[config.mk]
export PLATFORM = sky130hd
export DESIGN_NAME = mem_arbiter_flat
export DESIGN_NICKNAME = d
export VERILOG_FILES = /design/src/rtl/mem_arbiter_if.sv /design/src/rtl/mem_arbiter.sv /design/src/flat_wrapper.sv
export SDC_FILE = /design/constraint.sdc
export NUM_CORES = 1
export LEC_CHECK = 0
export CAP_MARGIN = 10
export CORE_MARGIN = 5
export CORE_UTILIZATION = 36
export DETAILED_ROUTE_END_ITERATION = 12
export GPL_TIMING_DRIVEN = 0
export HOLD_SLACK_MARGIN = 0.1
export PLACE_DENSITY_LB_ADDON = 0.15
export SLEW_MARGIN = 20
export SYNTH_ARGS = -nofsm -noshare
export SYNTH_HDL_FRONTEND = slang
export SYNTH_SLANG_ARGS = --single-unit
[constraint.sdc]
create_clock -name clk -period 1.56 [get_ports clk]
set_input_delay 0.39 -clock clk [delete_from_list [all_inputs] [get_ports clk]]
set_output_delay 0.39 -clock clk [all_outputs]
set_load 0.05 [all_outputs]
[src/rtl/mem_arbiter_if.sv]
// ---------------------------------------------------------------------------
// mem_arbiter_if
//   Bundles the two requester command/response channels, the mem-side bus
//   and the busy flag of mem_arbiter.
//   Modports:
//     slave  - the arbiter: takes commands and mem_rd_data, drives ready,
//              responses, the mem command bus and busy.
//     master - the environment (requesters plus mem): the mirror image.
//   Signals:
//     reqN_valid/ready/rd_wr/addr/wr_data  command channel of requester N
//     rspN_valid/data                      read response of requester N
//     mem_enable/rd_wr/addr/wr_data        registered command to mem
//     mem_rd_data                          read data returned by mem
//     busy                                 arbiter not in IDLE
// ---------------------------------------------------------------------------
interface mem_arbiter_if #(
  parameter int DATA_WIDTH = 8,
  parameter int ADDR_WIDTH = 4
);
  logic                  req0_valid;
  logic                  req0_ready;
  logic                  req0_rd_wr;
  logic [ADDR_WIDTH-1:0] req0_addr;
  logic [DATA_WIDTH-1:0] req0_wr_data;
  logic                  rsp0_valid;
  logic [DATA_WIDTH-1:0] rsp0_data;

  logic                  req1_valid;
  logic                  req1_ready;
  logic                  req1_rd_wr;
  logic [ADDR_WIDTH-1:0] req1_addr;
  logic [DATA_WIDTH-1:0] req1_wr_data;
  logic                  rsp1_valid;
  logic [DATA_WIDTH-1:0] rsp1_data;

  logic                  mem_enable;
  logic                  mem_rd_wr;
  logic [ADDR_WIDTH-1:0] mem_addr;
  logic [DATA_WIDTH-1:0] mem_wr_data;
  logic [DATA_WIDTH-1:0] mem_rd_data;

  logic                  busy;

  modport slave (
    input  req0_valid, req0_rd_wr, req0_addr, req0_wr_data,
    output req0_ready, rsp0_valid, rsp0_data,
    input  req1_valid, req1_rd_wr, req1_addr, req1_wr_data,
    output req1_ready, rsp1_valid, rsp1_data,
    output mem_enable, mem_rd_wr, mem_addr, mem_wr_data,
    input  mem_rd_data,
    output busy
  );

  modport master (
    output req0_valid, req0_rd_wr, req0_addr, req0_wr_data,
    input  req0_ready, rsp0_valid, rsp0_data,
    output req1_valid, req1_rd_wr, req1_addr, req1_wr_data,
    input  req1_ready, rsp1_valid, rsp1_data,
    input  mem_enable, mem_rd_wr, mem_addr, mem_wr_data,
    output mem_rd_data,
    input  busy
  );
endinterface

[src/rtl/mem_arbiter.sv]
// ---------------------------------------------------------------------------
// mem_arbiter
//   Two-port round-robin arbiter/sequencer in front of a single-port memory.
//   Accepts one command at a time from requester 0 or 1, issues it on the
//   registered mem bus for one cycle and, for reads, waits the fixed mem
//   latency and returns the data to the requester that issued the read.
//   Ports:
//     clk    rising-edge clock
//     reset  synchronous, active-high
//     bus    mem_arbiter_if.slave (command, response, mem bus, busy)
//   Parameters:
//     DATA_WIDTH  data width, must match mem
//     ADDR_WIDTH  address width, must match mem
//     RD_LATENCY  edges from the mem enable edge to valid mem_rd_data (>=1)
// ---------------------------------------------------------------------------
module mem_arbiter #(
  parameter int DATA_WIDTH = 8,
  parameter int ADDR_WIDTH = 4,
  parameter int RD_LATENCY = 2
) (
  input  logic          clk,
  input  logic          reset,
  mem_arbiter_if.slave  bus
);

  localparam int CNT_W = $clog2(RD_LATENCY) + 1;

  typedef enum logic [1:0] {
    IDLE    = 2'd0,
    ISSUE   = 2'd1,
    RD_WAIT = 2'd2
  } state_e;

  state_e                state_q, state_d;
  logic                  prio_q, prio_d;    // port that wins when both are valid
  logic                  owner_q, owner_d;  // port that issued the command in flight
  logic [CNT_W-1:0]      cnt_q, cnt_d;
  logic                  mem_enable_q, mem_enable_d;
  logic                  mem_rd_wr_q, mem_rd_wr_d;
  logic [ADDR_WIDTH-1:0] mem_addr_q, mem_addr_d;
  logic [DATA_WIDTH-1:0] mem_wr_data_q, mem_wr_data_d;
  logic                  rsp0_valid_q, rsp0_valid_d;
  logic                  rsp1_valid_q, rsp1_valid_d;
  logic [DATA_WIDTH-1:0] rsp0_data_q, rsp0_data_d;
  logic [DATA_WIDTH-1:0] rsp1_data_q, rsp1_data_d;
  logic                  busy_q, busy_d;

  logic grant0, grant1;

  // Grant is combinational so a requester is accepted in the same cycle it
  // wins; it is suppressed during reset so no command slips past a reset edge.
  always_comb begin
    grant0 = 1'b0;
    grant1 = 1'b0;
    if (state_q == IDLE && !reset) begin
      grant0 = bus.req0_valid && (!bus.req1_valid || !prio_q);
      grant1 = bus.req1_valid && (!bus.req0_valid ||  prio_q);
    end
  end

  always_comb begin
    // NOTE: every signal gets a default before the case so no path leaves
    // one unassigned, which would otherwise infer a latch.
    state_d       = state_q;
    prio_d        = prio_q;
    owner_d       = owner_q;
    cnt_d         = cnt_q;
    mem_enable_d  = 1'b0;
    mem_rd_wr_d   = mem_rd_wr_q;
    mem_addr_d    = mem_addr_q;
    mem_wr_data_d = mem_wr_data_q;
    rsp0_valid_d  = 1'b0;
    rsp1_valid_d  = 1'b0;
    rsp0_data_d   = rsp0_data_q;
    rsp1_data_d   = rsp1_data_q;

    unique case (state_q)
      IDLE: begin
        if (grant0 || grant1) begin
          // The command is latched straight into the mem bus registers, so
          // it appears on mem_* in the cycle after the accept edge.
          mem_enable_d  = 1'b1;
          mem_rd_wr_d   = grant1 ? bus.req1_rd_wr   : bus.req0_rd_wr;
          mem_addr_d    = grant1 ? bus.req1_addr    : bus.req0_addr;
          mem_wr_data_d = grant1 ? bus.req1_wr_data : bus.req0_wr_data;
          owner_d       = grant1;
          prio_d        = !grant1;  // favour the other port next time
          state_d       = ISSUE;
        end
      end
      ISSUE: begin
        if (mem_rd_wr_q) begin
          cnt_d   = CNT_W'(RD_LATENCY - 1);
          state_d = RD_WAIT;
        end else begin
          state_d = IDLE;
        end
      end
      RD_WAIT: begin
        if (cnt_q == '0) begin
          if (owner_q) begin
            rsp1_valid_d = 1'b1;
            rsp1_data_d  = bus.mem_rd_data;
          end else begin
            rsp0_valid_d = 1'b1;
            rsp0_data_d  = bus.mem_rd_data;
          end
          state_d = IDLE;
        end else begin
          cnt_d = cnt_q - CNT_W'(1);
        end
      end
      default: state_d = IDLE;
    endcase

    busy_d = (state_d != IDLE);
  end

  always_ff @(posedge clk) begin
    // NOTE: non-blocking assignments so every flop samples the pre-edge
    // value of the others, independent of statement order.
    if (reset) begin
      state_q       <= IDLE;
      prio_q        <= 1'b0;
      owner_q       <= 1'b0;
      cnt_q         <= '0;
      mem_enable_q  <= 1'b0;
      mem_rd_wr_q   <= 1'b0;
      mem_addr_q    <= '0;
      mem_wr_data_q <= '0;
      rsp0_valid_q  <= 1'b0;
      rsp1_valid_q  <= 1'b0;
      rsp0_data_q   <= '0;
      rsp1_data_q   <= '0;
      busy_q        <= 1'b0;
    end else begin
      state_q       <= state_d;
      prio_q        <= prio_d;
      owner_q       <= owner_d;
      cnt_q         <= cnt_d;
      mem_enable_q  <= mem_enable_d;
      mem_rd_wr_q   <= mem_rd_wr_d;
      mem_addr_q    <= mem_addr_d;
      mem_wr_data_q <= mem_wr_data_d;
      rsp0_valid_q  <= rsp0_valid_d;
      rsp1_valid_q  <= rsp1_valid_d;
      rsp0_data_q   <= rsp0_data_d;
      rsp1_data_q   <= rsp1_data_d;
      busy_q        <= busy_d;
    end
  end

  assign bus.req0_ready  = grant0;
  assign bus.req1_ready  = grant1;
  assign bus.rsp0_valid  = rsp0_valid_q;
  assign bus.rsp0_data   = rsp0_data_q;
  assign bus.rsp1_valid  = rsp1_valid_q;
  assign bus.rsp1_data   = rsp1_data_q;
  assign bus.mem_enable  = mem_enable_q;
  assign bus.mem_rd_wr   = mem_rd_wr_q;
  assign bus.mem_addr    = mem_addr_q;
  assign bus.mem_wr_data = mem_wr_data_q;
  assign bus.busy        = busy_q;

endmodule

[src/flat_wrapper.sv]
// flat-port wrapper written by rule: the top's interface ports become plain ports
module mem_arbiter_flat 
#(
  parameter int DATA_WIDTH = 8,
  parameter int ADDR_WIDTH = 4,
  parameter int RD_LATENCY = 2
)
  (clk, reset, bus_req0_valid, bus_req0_rd_wr, bus_req0_addr, bus_req0_wr_data, bus_req0_ready, bus_rsp0_valid, bus_rsp0_data, bus_req1_valid, bus_req1_rd_wr, bus_req1_addr, bus_req1_wr_data, bus_req1_ready, bus_rsp1_valid, bus_rsp1_data, bus_mem_enable, bus_mem_rd_wr, bus_mem_addr, bus_mem_wr_data, bus_mem_rd_data, bus_busy);
  mem_arbiter_if #(.DATA_WIDTH(DATA_WIDTH), .ADDR_WIDTH(ADDR_WIDTH)) bus_i ();
  input  logic clk;
  input  logic reset;
  input wire logic [$bits(bus_i.req0_valid)-1:0] bus_req0_valid;
  input wire logic [$bits(bus_i.req0_rd_wr)-1:0] bus_req0_rd_wr;
  input wire logic [$bits(bus_i.req0_addr)-1:0] bus_req0_addr;
  input wire logic [$bits(bus_i.req0_wr_data)-1:0] bus_req0_wr_data;
  output wire logic [$bits(bus_i.req0_ready)-1:0] bus_req0_ready;
  output wire logic [$bits(bus_i.rsp0_valid)-1:0] bus_rsp0_valid;
  output wire logic [$bits(bus_i.rsp0_data)-1:0] bus_rsp0_data;
  input wire logic [$bits(bus_i.req1_valid)-1:0] bus_req1_valid;
  input wire logic [$bits(bus_i.req1_rd_wr)-1:0] bus_req1_rd_wr;
  input wire logic [$bits(bus_i.req1_addr)-1:0] bus_req1_addr;
  input wire logic [$bits(bus_i.req1_wr_data)-1:0] bus_req1_wr_data;
  output wire logic [$bits(bus_i.req1_ready)-1:0] bus_req1_ready;
  output wire logic [$bits(bus_i.rsp1_valid)-1:0] bus_rsp1_valid;
  output wire logic [$bits(bus_i.rsp1_data)-1:0] bus_rsp1_data;
  output wire logic [$bits(bus_i.mem_enable)-1:0] bus_mem_enable;
  output wire logic [$bits(bus_i.mem_rd_wr)-1:0] bus_mem_rd_wr;
  output wire logic [$bits(bus_i.mem_addr)-1:0] bus_mem_addr;
  output wire logic [$bits(bus_i.mem_wr_data)-1:0] bus_mem_wr_data;
  input wire logic [$bits(bus_i.mem_rd_data)-1:0] bus_mem_rd_data;
  output wire logic [$bits(bus_i.busy)-1:0] bus_busy;
  assign bus_i.req0_valid = bus_req0_valid;
  assign bus_i.req0_rd_wr = bus_req0_rd_wr;
  assign bus_i.req0_addr = bus_req0_addr;
  assign bus_i.req0_wr_data = bus_req0_wr_data;
  assign bus_req0_ready = bus_i.req0_ready;
  assign bus_rsp0_valid = bus_i.rsp0_valid;
  assign bus_rsp0_data = bus_i.rsp0_data;
  assign bus_i.req1_valid = bus_req1_valid;
  assign bus_i.req1_rd_wr = bus_req1_rd_wr;
  assign bus_i.req1_addr = bus_req1_addr;
  assign bus_i.req1_wr_data = bus_req1_wr_data;
  assign bus_req1_ready = bus_i.req1_ready;
  assign bus_rsp1_valid = bus_i.rsp1_valid;
  assign bus_rsp1_data = bus_i.rsp1_data;
  assign bus_mem_enable = bus_i.mem_enable;
  assign bus_mem_rd_wr = bus_i.mem_rd_wr;
  assign bus_mem_addr = bus_i.mem_addr;
  assign bus_mem_wr_data = bus_i.mem_wr_data;
  assign bus_i.mem_rd_data = bus_mem_rd_data;
  assign bus_busy = bus_i.busy;
  mem_arbiter #(.DATA_WIDTH(DATA_WIDTH), .ADDR_WIDTH(ADDR_WIDTH), .RD_LATENCY(RD_LATENCY)) u_core (.clk(clk), .reset(reset), .bus(bus_i));
endmodule
# ---- After elaboration in Yosys (flattened, before gate mapping)
# Index checks and enable logic that the tools add are counted.
dict set report op_classes {
  reduce_logical 21
  eq_ne 4
  add_sub_neg 1
  muxes 15
  bitwise_logic 4
}
# cell n
set ops {}
lappend ops {{2-bit 2-to-1 mux} 5}
lappend ops {{3-bit AND reduction} 3}
lappend ops {{8-bit 2-to-1 mux} 1}
lappend ops {{1-bit 2-to-1 mux} 6}
lappend ops {{2-bit one-hot mux with 3 select lines} 1}
lappend ops {{1-bit zero test} 5}
lappend ops {{2-bit zero test} 2}
lappend ops {{4-bit 2-to-1 mux} 1}
lappend ops {{1-bit NOT} 4}
lappend ops {{2-bit one-hot mux with 2 select lines} 1}
lappend ops {{2-bit nonzero test} 2}
lappend ops {{1-bit logical AND} 3}
lappend ops {{1-bit logical OR} 3}
lappend ops {{3-bit OR reduction} 1}
lappend ops {{2-bit by 1-bit equality test with 1-bit output, second input constant} 1}
lappend ops {{2-bit equality test, second input constant} 1}
lappend ops {{2-bit by 1-bit != test with 1-bit output, second input constant} 1}
lappend ops {{2-bit != test, second input constant} 1}
lappend ops {{2-bit AND reduction} 1}
lappend ops {{2-bit OR reduction} 1}
lappend ops {{2-bit by 1-bit subtractor with 2-bit output, second input constant} 1}
dict set report word_totals {
  out_inout_bits 35
  inputBits 38
  reg_bits 39
  word_cells 58
}

# ---- Depth between registers and ports, before layout
# Gate-level depths: netlist (run 1).
dict set report logic_depth {
  depth_word 8
  ltp_mapped 8
  depth_no_buf 7
}

# ---- Worst setup path before layout (run 1)
# Ideal clock, no wire load.
dict set report synth_path {
  path_type {reg2reg}
  from {register u_core.state_q[0]}
  to {register u_core.mem_addr_q[0], in the netlist u_core.bus.mem_addr[0]}
  arrival_ps 1592
  stages_incl_launch_ff 9
  setup_time_ps 128
  path_slack_ps -160
  n_path_buf 2
  path_cell_list {dfxtp_1 inv_1 ha_1 nor2b_4 and3_4 buf_6 buf_6 a222oi_1 nor2_1}
}
dict set report synth_via {
  elab_chain_cells 5
  word_cells_on_any_way 7
  cone_classes {mux (3); reduce/logical (4)}
}
# item line_no
set synth_lines {}
lappend synth_lines {{start: declaration} mem_arbiter.sv:34} ;# state_e state_q, state_d;
lappend synth_lines {{start signal: assignment} mem_arbiter.sv:137} ;# state_q <= state_d;
lappend synth_lines {{2-bit zero test *} mem_arbiter.sv:55} ;# if (state_q == IDLE && !reset) begin
lappend synth_lines {{1-bit logical AND *} mem_arbiter.sv:55}
lappend synth_lines {{1-bit 2-to-1 mux *} mem_arbiter.sv:55}
lappend synth_lines {{net bus_req1_ready} flat_wrapper.sv:23} ;# output wire logic [$bits(bus_i.req1_ready)-1:0] bus_req1_ready;
lappend synth_lines {{1-bit logical OR} mem_arbiter.sv:79} ;# if (grant0 || grant1) begin
lappend synth_lines {{2-bit AND reduction (no line)} --}
lappend synth_lines {{end signal: assignment} mem_arbiter.sv:143} ;# mem_addr_q <= mem_addr_d;
lappend synth_lines {{end: declaration} mem_arbiter.sv:40} ;# logic [ADDR_WIDTH-1:0] mem_addr_q, mem_addr_d;
# Mark *: on every way through the listed nets, which the timed path passes. The rest lies on a longest branch.
# A chain may end at the register's enable or synchronous reset.

# ---- Worst setup path in the final report (run 1)
dict set report layout_path {
  from {register u_core.state_q[0]}
  to {output bus_req1_ready}
}
dict set report layout_via {
  elab_chain_cells 3
}
# item line_no
set layout_lines {}
lappend layout_lines {{2-bit zero test} mem_arbiter.sv:55}
lappend layout_lines {{1-bit logical AND} mem_arbiter.sv:55}
lappend layout_lines {{1-bit 2-to-1 mux} mem_arbiter.sv:55}
lappend layout_lines {{end: declaration} flat_wrapper.sv:23}
# No other way between the ends.

==> results of run 1 <==
==> cells in the final DEF, fill, tap and decap left out, types with 5 or more instances in the layout <==
master | netlist | final
clkbuf_2 | 0 | 21
clkdlybuf4s15_1 | 0 | 8
dfxtp_1 | 39 | 37
a21oi_1 | 19 | 19
a222oi_1 | 11 | 11
clkbuf_8 | 0 | 5
nand2_1 | 34 | 33
nor2_1 | 18 | 17
dlygate4sd2_1 | 0 | 6
clkdlybuf4s50_1 | 0 | 34
buf_4 | 0 | 10
==> synthesized netlist by cell type <==
master and instances:
or2_1 1, nor3_1 2, and3_1 2, nor2b_1 1, o22ai_1 1, nor2_1 18, nand3_1 2, a222oi_1 11
buf_2 2, nand2_1 34, a311oi_1 1, mux2i_1 2, o21ai_1 1, a211oi_1 4, and3_4 1, inv_1 6
clkbuf_1 6, a22o_1 1, nor2b_4 1, nand2b_1 2, inv_2 1, buf_6 2, a21oi_1 19, ha_1 5
a31oi_1 3, dfxtp_1 39
==> sequential cells by signal, summed over array words and instances, names as in the netlist <==
| name | flops |
|---|---|
| u_core.bus.rsp1_valid | 1 |
| u_core.bus.rsp0_data | 8 |
| u_core.prio_q | 1 |
| u_core.state_q | 2 |
| u_core.bus.mem_enable | 1 |
| u_core.bus.mem_wr_data | 8 |
| u_core.bus.busy | 1 |
| u_core.bus.mem_addr | 4 |
| u_core.bus.rsp0_valid | 1 |
| u_core.bus.mem_rd_wr | 1 |
| u_core.bus.rsp1_data | 8 |
| u_core.cnt_q | 2 |
| u_core.owner_q | 1 |
==> repair_timing <==
action	CTS	global route
setup endpoints to repair	55	54
setup buffers	9	2
endpoints found under the hold margin	0	0
gates resized for setup	82	43
pin swaps	5	4
==> per-stage QoR <==
stage | hold slack [ns] | instances | instance area [sq um]
after floorplan | 0.438 | 168 | 1530
after global placement | 0.442 | 290 | 2310
after CTS | 0.456 | 305 | 2480
after detailed placement | 0.448 | 290 | 2310
after global routing | 0.480 | 305 | 2430
final | 0.456 | 305 | 2430
==> final cells by class <==
type	count	area, sq um	area share
clock inverters	3	20.0	0.00824
inverters	7	31.3	0.0129
repair buffers	82	703	0.289
clock buffers	5	68.8	0.0283
plain buffers	7	53.8	0.0221
multi-input cells	112	702	0.289
flip-flops and latches	39	788	0.324
well taps	50	62.6	0.0257
==> worst max-delay path, delay by kind of cell (launching register included) <==
family,cells,cell delay (ns)
flip-flops,1,0.36
AND/OR/NAND/NOR,2,0.36
buffers and inverters,3,0.29
adder cells (fa/ha/maj),1,0.12
==> routing by layer <==
metal / vias to the layer above / global-route usage
met3: 5 / 0.0654
li1: 757 / -
met4: 0 / 0.0474
met5: - / 0
met1: 689 / 0.206
met2: 47 / 0.276
==> power by group <==
part / switching, mW / internal [mW] / total [mW]
logic: 0.292 / 0.236 / 0.528
clock network: 0.373 / 0.311 / 0.685
registers: 0.0295 / 1.04 / 1.07
==> cells by family after synthesis <==
| logic type | count (synthesis) | synth area share |
|---|---|---|
| simple gates | 64 | 0.185 |
| compound gates | 41 | 0.188 |
| flops | 39 | 0.519 |
| buf+inv | 17 | 0.0540 |
| fa+ha+maj | 5 | 0.0416 |
| mux | 2 | 0.0133 |
==> worst paths after layout <==
| kind | from | slack, ns | to |
|---|---|---|---|
| setup / recovery | u_core.state_q[0] | -0.26 | bus_req1_ready |
| hold reg to reg | u_core.bus.rsp0_data[4] | 0.46 | u_core.bus.rsp0_data[4] |
| hold / removal | u_core.bus.rsp0_data[4] | 0.46 | u_core.bus.rsp0_data[4] |
| setup reg to reg | u_core.state_q[0] | -0.07 | u_core.bus.mem_addr[1] |
==> reports/summary.txt, run 1 <==
nets@finish - 297
outcome - finished, violations left
Max-cap violations - 0
vias in the first global route - 1509
worst hold path type - flop to flop
CP Launch Type - flop
Skew-Pair Late Insertion Delay - 0.29 ns
Final ANT Viol Nets - 0
fin crit share - 1.17
CP endpoint kind - output port
drc violations - 0
met3 wire length - 336 um
Yosys warning count - 0
crit-path max cell delay - 0.36 ns
routability cong. - 0.725
Netlist Area Pre-Place - 1510 sq um
Netlist cell types - 26
CP Max Fanout - 3
endpoints failing setup - 10
Die Y - 74.7 um
Max Root-Sink Buffers - 2
CTS Buf Count - 5
VDD IR max - 558 uV
Detailed Route Iter0 Violations - 71
Rows - 23
Design Power - 2.28 mW
layout cell share with drive strength beyond 1 - 0.243
Period minus WS final - 1.82 ns
htree depth - 2
slew at the pin closest to its max-slew limit - 0.509 ns
Die Area - 5570 sq um
Fill cells - 391
area leader, netlist - dfxtp_1
Data required, critical path - 1.17 ns
# hold bufs at CTS - 0
Worst Setup Path Type - flop to output port
Synth Area per Inst - 8.96 sq um
total inserted antenna cells - 0
relative slew slack - 0.662
top cell type's share of synthesized area - 0.519
initial antenna violation count - 0
synthesized flop and latch total - 39
crit-path cells - inv_4 -> ha_4 -> nor2b_4 -> and3_4 -> buf_12 -> buf_12
core area - 4030 sq um
Final Skew - 0.00276 ns
final hold vios - 0
grt ovf - 0
final core occ - 0.603
syn_nets - 211
total I/O pin count - 73
port buffer count - 72
Starting Density - 0.374
Area Growth Syn to Fin - 61.4%
metal1 wirelength - 1820 um
CP arrival - 1.43 ns
Placement Setup Slack - -1.08 ns
first-pass GRT wire length - 7070 um
sequential share of the synthesized area - 0.519
Avg Vias per Cell - 4.91
CTS root buf - clkbuf_8
failing checks - negative setup slack
reg2reg path depth - 8
cells taking the most area after synthesis - dfxtp_1 52%, nand2_1 8.5%, a222oi_1 7.3%, a21oi_1 6.3%, nor2_1 4.5%
final setup TNS - -1.00 ns
Final WS setup - -0.260 ns
drt wl/cell - 14.3 um
Max stage delay cell, worst path - dfxtp_4
Top Metal Used - met4
met2 wire len - 2150 um
pwr/cell area - 939 nW/um^2
CTS Sinks - 39
hpwl dp - 3100 um
Leakage - 0.977 nW
routed via count - 1498
GRT Util Overall - 0.168
Reg clk slew, reported paths - 0.08 ns
fmax - 549 MHz
CTS tree - built
worst hold stages - 2
die width - 74.7 um
most used cell, CP - buf_12
DRT Pass-1 Iters - 6
RSZ-0062 raised after global routing - yes
synthesized instance count - 168
Post-Route WL - 4360 um
pin count of the biggest net entering global routing - 14
Slew Limit Fails - 0
(Power assumes the default switching activity.)
==> run 2: changes to the inputs <==
--- a/config.mk
+++ b/config.mk
@@ -10,7 +10,7 @@
 export CORE_UTILIZATION = 36
 export DETAILED_ROUTE_END_ITERATION = 12
 export GPL_TIMING_DRIVEN = 0
-export HOLD_SLACK_MARGIN = 0.1
+export HOLD_SLACK_MARGIN = 0.12
 export PLACE_DENSITY_LB_ADDON = 0.15
 export SLEW_MARGIN = 20
 export SYNTH_ARGS = -nofsm -noshare
==> results of run 2 <==
Final layout, timing and power as in run 1 (identical DEF).
==> edit 1 (config.mk and constraints of run 2) <==
`mem_addr_q`, `mem_wr_data_q`, `rsp0_data_q` and `rsp1_data_q` no longer have a reset.
--- a/src/rtl/mem_arbiter.sv
+++ b/src/rtl/mem_arbiter.sv
@@ -127,10 +127,6 @@
       mem_enable_q  <= 1'b0;
       mem_rd_wr_q   <= 1'b0;
-      mem_addr_q    <= '0;
-      mem_wr_data_q <= '0;
       rsp0_valid_q  <= 1'b0;
       rsp1_valid_q  <= 1'b0;
-      rsp0_data_q   <= '0;
-      rsp1_data_q   <= '0;
       busy_q        <= 1'b0;
     end else begin
@@ -141,12 +137,15 @@
       mem_enable_q  <= mem_enable_d;
       mem_rd_wr_q   <= mem_rd_wr_d;
-      mem_addr_q    <= mem_addr_d;
-      mem_wr_data_q <= mem_wr_data_d;
       rsp0_valid_q  <= rsp0_valid_d;
       rsp1_valid_q  <= rsp1_valid_d;
-      rsp0_data_q   <= rsp0_data_d;
-      rsp1_data_q   <= rsp1_data_d;
       busy_q        <= busy_d;
     end
+  end
+
+  always_ff @(posedge clk) begin
+    mem_addr_q    <= mem_addr_d;
+    mem_wr_data_q <= mem_wr_data_d;
+    rsp0_data_q   <= rsp0_data_d;
+    rsp1_data_q   <= rsp1_data_d;
   end
 
Function: differs if reset is asserted again (counterexample within 4 cycles, from zero or initial values and one cycle with reset high); with reset held inactive, the same outputs for 10 cycles.
==> edit 1 against run 2 <==
- the run still ends with setup timing left
- sequential power grew 10%
- area after synthesis did not move
- clock power up 18%
- power rose by 8.7%
- largest power group unchanged
- worst setup slack gained 0.050 ns
- hold slack better by 0.056 ns
- wire length shrank 8.6%
- design area up 3.0%
- sequential cell count stayed put
- global-route usage shrank 2.1 points
- fmax is 2.9% higher
- count of clock-buffer cells in the layout unchanged
- die area stayed put
- critical path type unchanged
- critical path depth down 1
==> edit 1: results <==
[power]
switching_power_mw = 0.639
swShare_pct = 25.7
clock_net_power_mw = 0.805
leakage_nw = 1.01
pwr-share-seq_pct = 47.8

[finish]
drive_above_1_share_pct = 19.4
inv_count = 9
area_share_nonclk_buffers_pct = 31.4
sh_seq_area_pct = 42.6
fillers = 319
clkCellAreaFrac_pct = 4.30
multi_input_area_share_pct = 17.4
area_growth_pct = 66.3
nNonClkBuffers = 84
num-multi-input-gates = 71

[global_routing]
grt_pass1_vias = 1247
met1_usage_pct = 14.3
grtUsageMet2_pct = 28.1
grt_use_met3_pct = 5.34
grt_pass1_wl_um = 5980
grtUsageTotal_pct = 14.8

[synth]
synthMuxAreaShare_pct = 0
synth_compound_area_share_pct = 6.23
seq_area_frac_synth_pct = 70.5
syn_nets = 165
synth_ff_type = "edfxtp_1"
yosysMostFrequentCell = "nand2_1"

[route]
dr_wl_met3_um = 326
wl_met2_um = 2180
drt-met1-wl_um = 1410
routedWlPerCell_um = 15.3
wl_um = 3990
viasPerCell = 4.68

[placement]
dp_slack_ns = -1.13
dpl_cell_area_sq_mm = 0.00229
dp_hpwl_um = 2860

[worst_setup_path]
crit_slowest_cell = "dfxtp_2"
cp_data_arrival_time_ns = 1.38
crit_path_max_incr_delay_ns = 0.33
critPathTopFamily = "simple AND/OR/NAND/NOR gates"

[outcome]
failed_checks = "setup timing"
status = "finished, violations left"

[sta]
setup-violations-final = 2
fin_worst_skew_ns = 0.00514
fin_tns_setup_ns = -0.385
setup_slack_ns = -0.210
relSlewSlack_pct = 66.5
## edit 1: cell count changes in the layout (fill, tap and decap cells not counted), moves of 3 or more
cell             change
dfxtp_1             -28
edfxtp_1            +28
a21oi_1             -17
clkbuf_2            -16
nor2_1              -15
clkdlybuf4s15_1     +14
a222oi_1            -10
nand2_1              +5
clkbuf_1             -3
## edit 1: cells by family after synthesis
family          Yosys count
compound gates           13
fa+ha+maj                 5
buf+inv                  12
flops                    39
simple gates             53
## edit 1: worst paths after layout
check,startpoint,to,slack [ns],cells past startpoint
max,u_core.state_q[0],bus_req0_ready,-0.21,5
min,u_core.cnt_q[0],u_core.cnt_q[0],0.51,1
max reg2reg,u_core.state_q[1],u_core.bus.busy,0.06,6
min reg2reg,u_core.cnt_q[0],u_core.cnt_q[0],0.51,1
## edit 1: timing repair
action	4_1_cts	5_1_grt
resized for setup	73	32
endpoints found under the setup margin	76	47
setup buffers	10	1
pin swaps	2	2
==> edit 2 (config.mk and constraints of run 2) <==
Without the edit above. `DATA_WIDTH` is set to 8 in 3 places; all go to 7.
--- a/src/rtl/mem_arbiter_if.sv
+++ b/src/rtl/mem_arbiter_if.sv
@@ -15,5 +15,5 @@
 // ---------------------------------------------------------------------------
 interface mem_arbiter_if #(
-  parameter int DATA_WIDTH = 8,
+  parameter int DATA_WIDTH = 7,
   parameter int ADDR_WIDTH = 4
 );
--- a/src/rtl/mem_arbiter.sv
+++ b/src/rtl/mem_arbiter.sv
@@ -15,5 +15,5 @@
 // ---------------------------------------------------------------------------
 module mem_arbiter #(
-  parameter int DATA_WIDTH = 8,
+  parameter int DATA_WIDTH = 7,
   parameter int ADDR_WIDTH = 4,
   parameter int RD_LATENCY = 2
--- a/src/flat_wrapper.sv
+++ b/src/flat_wrapper.sv
@@ -2,5 +2,5 @@
 module mem_arbiter_flat 
 #(
-  parameter int DATA_WIDTH = 8,
+  parameter int DATA_WIDTH = 7,
   parameter int ADDR_WIDTH = 4,
   parameter int RD_LATENCY = 2
Interface: changed (6 resized); port bits go from 73 to 67. No check against the original RTL was run, so the function may have changed too.
==> edit 2 against run 2 <==
- sequential cell count is 3 lower
- worst setup slack better by 0.023 ns
- highest routed layer unchanged
- wire length fell by 2.3%
- sequential power shrank 7%
- sequential share of layout area down 3.9 points
- synthesized cell count fell by 5.4%
- largest power group unchanged
- critical path depth grew 1
- area after synthesis up 2.7%
- design area grew 4.8%
- core utilization is 2.0 points higher
- the flow still finishes with violations (setup timing)
- via count down 3.1%
- power increased by 4.6%
- register-to-register slack worse by 0.07 ns
==> edit 2: results <==
[global_routing]
grtUsageTotal_pct = 15.5
grt_pass1_vias = 1483
grt_start_max_net_pins = 13
antenna_found_initial = 0
grt_pass1_wl_um = 6670

[synth]
synthTopCellsByCount = "dfxtp_1 (36), nor2_1 (24), nand2_1 (22)"
seq_area_frac_synth_pct = 46.6
synthTopCellsByArea = "dfxtp_1 (47%), nor2_1 (5.8%), a211oi_2 (5.7%)"
synth_cell_types = 34
syn_nets = 199
async_flop_share_pct = 0

[sta]
setup-violations-final = 13
setup_slack_ns = -0.237
fin_tns_setup_ns = -1.49
fin_worst_skew_ns = 0.00300
relSlewSlack_pct = 59.2
hold_violations = 0

[cts]
clock_latency_ns = 0.28
clockRootBuffer = "clkbuf_8"
clkTransAtPathRegs_ns = 0.07
cts_made_buffers = 5

[power]
vdd_drop_max_v = 0.000579
leakage_nw = 1.06

[route]
num_vias = 1451
wl_met2_um = 2020
firstDrtPassIters = 4
wl_um = 4260
drt-met1-wl_um = 1760
drt_iter0_markers = 42
dr_wl_met3_um = 423

[placement]
placement.io_buffers = 65
gp_congestion = 0.766
dp_slack_ns = -1.21
dp_hpwl_um = 2980
dpl_cell_area_sq_mm = 0.00226

[finish]
drive_above_1_share_pct = 30.5
fillers = 376
final_nets = 285

[min_path]
min_path_type = "primary input to flop"

[worst_setup_path]
cp_data_arrival_time_ns = 1.41

[outcome]
failed_checks = "setup timing"
status = "finished, violations left"
==> edit 2: logic make-up (layout without fill, tap and decap cells) <==
| kind of cell | after synthesis | in the layout | synth area share, % |
|---|---|---|---|
| AND/OR/NAND/NOR | 57 | 57 | 17.4 |
| AO/OA/AOI/OAI | 39 | 39 | 20.9 |
| flip-flops | 36 | 36 | 46.6 |
| buffers and inverters | 15 | 102 | 6.48 |
| multiplexers | 7 | 7 | 4.53 |
| adder cells (fa/ha/maj) | 5 | 5 | 4.05 |
==> edit 2: worst paths after layout <==
path	slack, ns	endpoint	start	depth (start not counted)
hold reg to reg	0.46	u_core.bus.rsp0_data[1]	u_core.bus.rsp0_data[1]	2
setup / recovery	-0.24	bus_req1_ready	u_core.state_q[0]	7
setup reg to reg	-0.14	u_core.bus.mem_addr[3]	u_core.state_q[1]	10
hold / removal	0.35	u_core.bus.mem_addr[2]	reset	2
==> edit 2: routing by layer <==
layer	global-route usage [%]	vias up
met1	18.3	668
met3	5.94	6
met4	4.08	0
li1	-	724
met2	26.4	53
met5	0	-
==> edit 2: timing repair <==
action / CTS / global route
setup endpoints to repair: 53 / 48
pin swaps: 5 / 13
hold buffers: 0 / 0
gates resized for setup: 66 / 46
setup buffers: 13 / 6
==> edit 2: metrics by stage <==
stage / instances / utilization, %
finish: 296 / 62.3
global route: 296 / 62.3
CTS: 294 / 61.3
detailed placement: 274 / 55.4
global placement: 274 / 55.4
floorplan: 159 / -
==> edit 2: where the power goes <==
group | switching [mW] | leakage [nW] | total (mW) | internal, mW
sequential | 0.0285 | 0.294 | 0.993 | 0.965
clock | 0.332 | 0.0541 | 0.804 | 0.473
combinational | 0.322 | 0.713 | 0.589 | 0.266
total | 0.683 | 1.06 | 2.39 | 1.70
==> edit 2: area by class of cell <==
cell class	instances	area, sq um	area share (%)
Multi-Input combinational cell	108	801	31.4
Timing Repair Buffer	81	767	30.1
Sequential cell	36	726	28.5
Clock buffer	5	68.8	2.70
Tap cell	50	62.6	2.46
Clock inverter	3	42.5	1.67
Inverter	8	40.0	1.57
Buffer	5	38.8	1.52
==> edit 2: critical path, stage by stage, from the launching register on <==
cell and delay [ns]:
dfxtp_2 0.33, inv_2 0.08, ha_4 0.13, nor2b_4 0.19, nand3_4 0.10, inv_4 0.08, buf_12 0.10, buf_12 0.12
